### config.mk
export PLATFORM = sky130hd
export DESIGN_NAME = regfile_wb_arbiter
export DESIGN_NICKNAME = d
export VERILOG_FILES = /design/src/rtl/regfile_wb_arbiter.sv
export SDC_FILE = /design/constraint.sdc
export NUM_CORES = 1
export LEC_CHECK = 0
export CAP_MARGIN = 40
export CORE_ASPECT_RATIO = 1.25
export CORE_UTILIZATION = 45
export CTS_CLUSTER_SIZE = 20
export DETAILED_ROUTE_END_ITERATION = 10
export PLACE_DENSITY = 0.86
export SLEW_MARGIN = 20
export SYNTH_ARGS = -nofsm -noshare
export SYNTH_HDL_FRONTEND = slang
export SYNTH_SLANG_ARGS = --single-unit
### constraint.sdc
create_clock -name i_clk -period 5.9 [get_ports i_clk]
set_clock_uncertainty 0.05 [all_clocks]
set_input_delay 1.475 -clock i_clk [delete_from_list [all_inputs] [get_ports i_clk]]
set_output_delay 1.475 -clock i_clk [all_outputs]
set_load 0.02 [all_outputs]
### src/rtl/regfile_wb_arbiter.sv
// Round-robin arbiter for the single regfile write port; REGWB_FWD_EN adds rs1/rs2 bypass of the output stage.
// Latency: grant is combinational in cycle N, the registered write appears on o_rd_* in cycle N+1.
// Backpressure: o_req_ready low holds requesters; i_stall blocks every accept, including zero-address ones.
module regfile_wb_arbiter #(
  parameter int NUM_REQ = 3,
  parameter int DATA_W  = 32,
  parameter int ADDR_W  = 5,
  localparam int GID_W  = $clog2(NUM_REQ)
) (
  input  logic                      i_clk,
  input  logic                      i_rst_n,
  input  logic                      i_stall,
  input  logic [NUM_REQ-1:0]        i_req_valid,
  output logic [NUM_REQ-1:0]        o_req_ready,
  input  logic [NUM_REQ*ADDR_W-1:0] i_req_addr,
  input  logic [NUM_REQ*DATA_W-1:0] i_req_data,
  output logic [ADDR_W-1:0]         o_rd_addr,
  output logic [DATA_W-1:0]         o_rd_data,
  output logic                      o_rd_wren,
  output logic [GID_W-1:0]          o_grant_id
`ifdef REGWB_FWD_EN
  ,
  input  logic [ADDR_W-1:0]         i_rs1_addr,
  input  logic [ADDR_W-1:0]         i_rs2_addr,
  input  logic [DATA_W-1:0]         i_rs1_rf_data,
  input  logic [DATA_W-1:0]         i_rs2_rf_data,
  output logic [DATA_W-1:0]         o_rs1_data,
  output logic [DATA_W-1:0]         o_rs2_data
`endif
);

  logic [ADDR_W-1:0]  req_addr [NUM_REQ];
  logic [DATA_W-1:0]  req_data [NUM_REQ];
  logic [NUM_REQ-1:0] zero_acc;
  logic [NUM_REQ-1:0] elig;
  logic [GID_W-1:0]   rr_ptr;
  logic [GID_W-1:0]   ptr_nxt;
  logic [GID_W-1:0]   grant_idx;
  logic [GID_W-1:0]   cand;
  logic               grant_vld;
  int                 idx;

  // Zero-address writes are no-ops, so they are accepted in parallel and never arbitrate.
  always_comb begin
    for (int k = 0; k < NUM_REQ; k++) begin
      req_addr[k] = i_req_addr[k*ADDR_W +: ADDR_W];
      req_data[k] = i_req_data[k*DATA_W +: DATA_W];
      zero_acc[k] = !i_stall && i_req_valid[k] && (req_addr[k] == '0);
      elig[k]     = !i_stall && i_req_valid[k] && (req_addr[k] != '0);
    end
  end

  // Walk the rotation from the far end back to the pointer so the nearest eligible requester wins.
  always_comb begin
    grant_vld = 1'b0;
    grant_idx = '0;
    idx       = 0;
    cand      = '0;
    for (int i = NUM_REQ - 1; i >= 0; i--) begin
      idx = int'(rr_ptr) + i;
      if (idx >= NUM_REQ) idx = idx - NUM_REQ;
      cand = GID_W'(idx);
      if (elig[cand]) begin
        grant_vld = 1'b1;
        grant_idx = cand;
      end
    end
  end

  always_comb begin
    for (int k = 0; k < NUM_REQ; k++) begin
      o_req_ready[k] = zero_acc[k] | (grant_vld && (grant_idx == GID_W'(k)));
    end
    ptr_nxt = (grant_idx == GID_W'(NUM_REQ - 1)) ? '0 : grant_idx + 1'b1;
  end

  always_ff @(posedge i_clk or negedge i_rst_n) begin
    if (!i_rst_n) begin
      rr_ptr     <= '0;
      o_rd_wren  <= 1'b0;
      o_rd_addr  <= '0;
      o_rd_data  <= '0;
      o_grant_id <= '0;
    end else begin
      o_rd_wren <= grant_vld;
      if (grant_vld) begin
        rr_ptr     <= ptr_nxt;
        o_rd_addr  <= req_addr[grant_idx];
        o_rd_data  <= req_data[grant_idx];
        o_grant_id <= grant_idx;
      end
    end
  end

`ifdef REGWB_FWD_EN
  // The output-stage write is not visible to the regfile read until after it commits.
  function automatic logic [DATA_W-1:0] fwd_sel(input logic [ADDR_W-1:0] rs_addr,
                                                input logic [DATA_W-1:0] rf_data);
    if (rs_addr == '0)                          return '0;
    else if (o_rd_wren && o_rd_addr == rs_addr) return o_rd_data;
    else                                        return rf_data;
  endfunction

  always_comb begin
    o_rs1_data = fwd_sel(i_rs1_addr, i_rs1_rf_data);
    o_rs2_data = fwd_sel(i_rs2_addr, i_rs2_rf_data);
  end
`endif

endmodule

==> results of run 1 <==
-- final cells by class --
| class | count | area (um^2) | area share, % |
|---|---|---|---|
| multi-input combinational | 241 | 2010 | 38.5 |
| sequential | 42 | 1050 | 20.1 |
| inverter | 43 | 161 | 3.09 |
| clock buffer | 5 | 68.8 | 1.32 |
| clock inverter | 3 | 48.8 | 0.935 |
| timing repair buffer | 179 | 1760 | 33.8 |
| tap | 92 | 115 | 2.21 |
-- state kept, by name, summed over array words and instances, names as in the netlist --
register / cells
o_rd_data: 32
o_rd_addr: 5
o_grant_id: 2
rr_ptr: 2
o_rd_wren: 1
-- report_power, final --
| part | total [W] | leakage [nW] | switching [W] | internal, W |
|---|---|---|---|---|
| clock | 0.000243 | 0.0563 | 0.000114 | 0.000129 |
| combinational | 0.00162 | 1.47 | 0.000952 | 0.000667 |
| sequential | 0.000516 | 0.514 | 0.0000818 | 0.000434 |
| total | 0.00238 | 2.04 | 0.00115 | 0.00123 |
-- layer usage --
metal | track usage (%) | wire (um)
met5 | 0 | 0
met3 | 6.06 | 1130
met1 | 37.3 | 4680
met4 | 19.9 | 515
met2 | 57.0 | 6490
-- worst max-delay path, cell delays in order --
cell and delay, ns:
clkdlybuf4s50_1 0.43, or4_4 0.57, o21a_1 0.37, o21ai_2 0.21, nand3_1 0.18, o21ai_0 0.13
clkdlybuf4s50_1 0.63
-- path summary, 6_finish.rpt --
check / startpoint / end / slack [ns] / depth (start not counted)
worst max register to register: rr_ptr[0] / o_rd_data[13] / 3.17 / 8
worst min register to register: o_grant_id[1] / o_grant_id[1] / 0.45 / 1
min in group asynchronous: i_rst_n / o_rd_data[29] / 1.07 / 1
worst min-delay path: o_grant_id[1] / o_grant_id[1] / 0.45 / 1
worst max-delay path: i_req_addr[1] / o_req_ready[1] / 0.38 / 7
max in group asynchronous: i_rst_n / o_rd_addr[3] / 4.20 / 2
-- synth_stat cells, types with 2 or more instances --
master and instances:
nor4_2 2, buf_1 2, o41ai_1 24, nand2b_1 3
o41ai_2 20, nor4_1 22, a21oi_1 2, nand4_1 29
o2111ai_1 15, o21ai_0 5, buf_12 2, nand3_1 2
nor2_1 5, dfrtp_1 42, nand2_1 19, ha_1 2
or4_4 2, a21o_1 3, nor2_4 19, buf_4 3
buf_2 16, a31oi_1 22, clkbuf_1 21, inv_1 42
a21boi_0 3, o31ai_1 25
-- kinds of logic (layout without fill, tap and decap cells) --
family | after synthesis | after routing
AOI/OAI and AO/OA | 131 | 131
adders and majority gates | 2 | 2
buffers and inverters | 88 | 230
DFF | 42 | 42
and+or+nand+nor | 108 | 108
-- through the flow --
stage,util (%),total power [W]
after global placement,68.6,0.00207
after global routing,71.0,0.00251
after detailed placement,69.4,0.00212
final,71.0,0.00238
after floorplan,-,0.00150
after CTS,71.0,0.00237
-- layout by cell type, fill, tap and decap left out, drive strengths merged, types with 21 or more instances in the layout --
cell,n
o31ai,26
a31oi,23
dfrtp,42
nor4,25
o41ai,44
inv,44
buf,21
nor2,24
clkdlybuf4s50,158
nand4,29
==> summary.md, run 1 <==
| Metric | Value |
|---|---|
| Outcome | `complete, no violations` |
| Rows | `35` |
| WHS | `0.454 ns` |
| Hold_buf cts | `0` |
| RSZ-0062 raised after global routing | `false` |
| Crit path DAT | `3.99 ns` |
| Initial antenna violation count | `0` |
| Global route overflow | `0` |
| Via count | `3921` |
| Synth Area in XOR/XNOR | `0%` |
| Syn avg cell area | `9.23 um^2` |
| Max clock buf depth | `2` |
| Mux contribution to synthesized area | `0%` |
| VDD IR max | `250 uV` |
| Core Area | `7360 um^2` |
| PnR worst setup slack | `0.384 ns` |
| Crit-path max FO | `13` |
| Clock root buffer | `clkbuf_8` |
| Max-cap violations | `0` |
| Diode count | `0` |
| Cell Area, Synth | `3420 um^2` |
| Die X | `80.0 um` |
| Cell taking the most area after synthesis | `dfrtp_1` |
| DP Wirelength | `9.29 mm` |
| Ys Warns | `0` |
| Vias per inst | `6.48` |
| Synth top area share | `30.7%` |
| Period minus WS final | `5.52 ns` |
| Worst endpoint required time | `4.38 ns` |
| Wire length per cell | `21.2 um` |
| Final wirelength | `12.8 mm` |
| CP Capture Type | `primary output` |
| Cell count after placement | `597` |
| Placed Instance Area | `5100 um^2` |
| Vias in the first global route | `4028` |
| Syn Nets | `490` |
| Post-route setup TNS | `0 ns` |
| Fillers | `569` |
| Max-slew violations | `0` |
| Final setup vio count | `0` |
| Synth Area in Adders | `0.731%` |
| Critical path launch point type | `input pin` |
| Rel. slew slack | `54.4%` |
| Post-synthesis simple-gate area fraction | `21.7%` |
| CTS Buf Count | `5` |
| Primary FF master, synth | `dfrtp_1` |
| Pre-CTS setup slack | `0.396 ns` |
| Die area | `7970 um^2` |
| Starting Density | `46.5%` |
| Fin cells | `605` |
| Clk_lat worst skew | `0.29 ns` |
| Clock-pin slew on the worst setup and hold paths | `0.10 ns` |
| Fmax | `181 MHz` |
| Drt drc | `0` |
| EDFF count, synth | `0` |
| RD Place Congestion | `0.983` |
| Worst Max-Slew Pin Slew | `0.680 ns` |
| Final nets | `631` |
| Detail Route Antenna Nets | `0` |
| CTS tree | `done` |
| Die Y | `99.5 um` |
| Async set-reset flop share out of synthesis | `100%` |
| Mapped Cells | `371` |
| Cell area after layout | `5220 um^2` |
| Top cells by area, synth | `dfrtp_1, o41ai_2, nor2_4, o41ai_1, o31ai_1` |
| Largest net degree at the start of global routing | `37` |
| Final hold violation count | `0` |
| PwrDens | `456 nW/um^2` |
| Tcrit/Tclk final | `93.5%` |
| Synth unique cells | `45` |
| Hold crit path type | `flip-flop to flip-flop` |
| Pre-Repair DR Iteration Count | `6` |
| Gr usage total | `33.0%` |
| Combinational family with the most area after synthesis | `compound AO/OA/AOI/OAI gates` |
| Sequential fraction of the synthesis area | `30.7%` |
| Share of cells above drive strength 1 | `16.6%` |
| H-Tree Depth | `2` |
| Initial detailed-routing violation count | `296` |
| Synth-to-layout area growth | `52.4%` |
| Critical path class | `input pin to primary output` |
| IO Pins | `160` |
| Compound-cell area share of the yosys netlist | `35.1%` |
| Leak pwr | `2.04 nW` |
| Resized Gates After CTS | `0` |
| First-pass GRT wire length | `20.1 mm` |
| Clk sinks | `42` |
| Setup repair bufs after CTS | `0` |
| Port bufs | `159` |
| Flops & latches, synth | `42` |
No activity file was read; power rests on OpenSTA's default activity.
==> inputs of run 2 (changes only) <==
--- a/config.mk
+++ b/config.mk
@@ -7,6 +7,7 @@
 export LEC_CHECK = 0
 export CAP_MARGIN = 40
 export CORE_ASPECT_RATIO = 1.25
+export CORE_MARGIN = 2
 export CORE_UTILIZATION = 45
 export CTS_CLUSTER_SIZE = 20
 export DETAILED_ROUTE_END_ITERATION = 10
==> run 2 against run 1 <==
  * Via count fell by 1.9%
  * Register-to-register slack worse by 0.11 ns
  * Wire length fell by 2.5%
  * Total power is 1.1% lower
  * Count of clock-buffer cells in the layout unchanged
  * Global-route usage down 3.3 points
  * Clock power about the same
  * Worst hold slack improved by 0.0064 ns
  * Combinational power barely moved
  * Maximum frequency is 0.51% higher
  * Setup slack improved by 0.028 ns
  * Design area did not move
  * Critical path type unchanged
  * Critical endpoint is now o_req_ready[2]
==> summary.md, run 2 (same netlist as run 1, synthesis figures left out) <==
| Metric | Value |
|---|---|
| Clk_lat worst skew | `0.29 ns` |
| CP Capture Type | `primary output` |
| Worst Max-Slew Pin Slew | `0.594 ns` |
| Max-cap violations | `0` |
| Max-slew violations | `0` |
| PnR worst setup slack | `0.412 ns` |
| PwrDens | `451 nW/um^2` |
| Setup repair bufs after CTS | `0` |
| Rel. slew slack | `60.0%` |
| Final core utilization | `71.0%` |
| Final hold violation count | `0` |
| H-Tree Depth | `2` |
| Hold_buf cts | `0` |
| Cell area after layout | `5220 um^2` |
| VDD IR max | `285 uV` |
| First-pass GRT wire length | `19.3 mm` |
| Placed Instance Area | `5100 um^2` |
| Wire length per cell | `20.6 um` |
| Leak pwr | `2.04 nW` |
| Commonest non-fill, non-tap cells in the layout | `clkdlybuf4s50_1, inv_1, dfrtp_1, nand4_1, o41ai_1` |
| Post-route setup TNS | `0 ns` |
| Clock root buffer | `clkbuf_8` |
| Biggest regs | `o_rd_data (32), o_rd_addr (5)` |
| Vias per inst | `6.36` |
| Tot Pwr | `0.00235 W` |
| Die Y | `102 um` |
| Commonest non-fill, non-tap cell in the layout | `clkdlybuf4s50_1` |
| IO Pins | `160` |
| Detail Route Antenna Nets | `0` |
| Diode count | `0` |
| Pre-CTS setup slack | `0.415 ns` |
| Via count | `3847` |
| CTS tree | `done` |
| Global route overflow | `0` |
| Vias in the first global route | `3999` |
| Period minus WS final | `5.49 ns` |
| Largest register FFs | `32` |
| DP Wirelength | `9.30 mm` |
| Share of cells above drive strength 1 | `16.6%` |
| RD Place Congestion | `0.922` |
| Tcrit/Tclk final | `93.0%` |
| Gr usage total | `29.7%` |
| Final wirelength | `12.5 mm` |
| Outcome | `complete, no violations` |
| Synth-to-layout area growth | `52.4%` |
| Top reg by flops | `o_rd_data` |
| Pre-Repair DR Iteration Count | `6` |
| Critical path launch point type | `input pin` |
| Worst setup startpoint | `i_req_addr[1]` |
| Initial detailed-routing violation count | `208` |
| Worst R2R Setup Slack | `3.06 ns` |
| Worst endpoint required time | `4.38 ns` |
| Die X | `82.0 um` |
| Core Area | `7360 um^2` |
| Crit path DAT | `3.96 ns` |
| CTS Buf Count | `5` |
| Critical path class | `input pin to primary output` |
| RSZ-0062 raised after global routing | `false` |
| Final setup vio count | `0` |
| CP endpoint | `o_req_ready[2]` |
| Reg2Reg Depth | `8` |
| Crit-path max FO | `4` |
| Largest net degree at the start of global routing | `37` |
| Starting Density | `46.5%` |
| Fmax | `182 MHz` |
| Reg-to-Reg End | `o_rd_data[15]` |
| Clock-pin slew on the worst setup and hold paths | `0.09 ns` |
| Hold crit path type | `flip-flop to flip-flop` |
| Clk sinks | `42` |
| Port bufs | `159` |
| Initial antenna violation count | `0` |
| Final nets | `631` |
| Drt drc | `0` |
| Die area | `8330 um^2` |
| Rows | `35` |
| FF-to-FF Start | `rr_ptr[0]` |
| Resized Gates After CTS | `0` |
| Max clock buf depth | `2` |
[run 2: report_power, final]
| group | leakage, nW | switching (W) | internal, W | total (W) |
|---|---|---|---|---|
| clock | 0.0563 | 0.000114 | 0.000129 | 0.000243 |
| combinational | 1.47 | 0.000928 | 0.000665 | 0.00159 |
| sequential | 0.514 | 0.0000824 | 0.000434 | 0.000517 |
| total | 2.04 | 0.00112 | 0.00123 | 0.00235 |
[run 2: cell type report]
type                            count  area [um^2]
Multi-Input combinational cell    241         2010
Timing Repair Buffer              179         1760
Clock inverter                      3         48.8
Clock buffer                        5         68.8
Tap cell                           92          115
Sequential cell                    42         1050
Inverter                           43          161
Fill cell                         559         2140
[run 2: how the worst min path moves through the flow]
stage	cells past startpoint	slack [ns]	from	to
6_report	2	0.46	o_rd_data[31]	o_rd_data[31]
5_1_grt	2	0.48	o_rd_data[4]	o_rd_data[4]
4_1_cts	2	0.46	o_rd_data[31]	o_rd_data[31]
3_5_place_dp	2	0.44	o_rd_data[22]	o_rd_data[22]
3_3_place_gp	2	0.43	o_rd_addr[3]	o_rd_addr[3]
2_1_floorplan	2	0.49	rr_ptr[1]	rr_ptr[1]
[run 2: critical path, cell delays in order]
cell             delay, ns
clkdlybuf4s50_1       0.42
or4_4                 0.58
o211a_4               0.26
or4_4                 0.51
o21ai_0               0.09
clkdlybuf4s50_1       0.63
[run 2: layer usage]
metal  GRT usage [%]  vias up  wire length, um
met5               0        -                0
met4            11.2        0              373
met3            4.55       30              914
met2            55.1      199             6450
met1            33.6     1874             4750
li1                -     1744                -
[run 2: metrics by stage]
| stage | instances | hold WS (ns) |
|---|---|---|
| after CTS | 605 | 0.464 |
| after global placement | 593 | 0.431 |
| after global routing | 605 | 0.480 |
| after detailed placement | 597 | 0.442 |
| after floorplan | 371 | 0.488 |
| final | 605 | 0.460 |
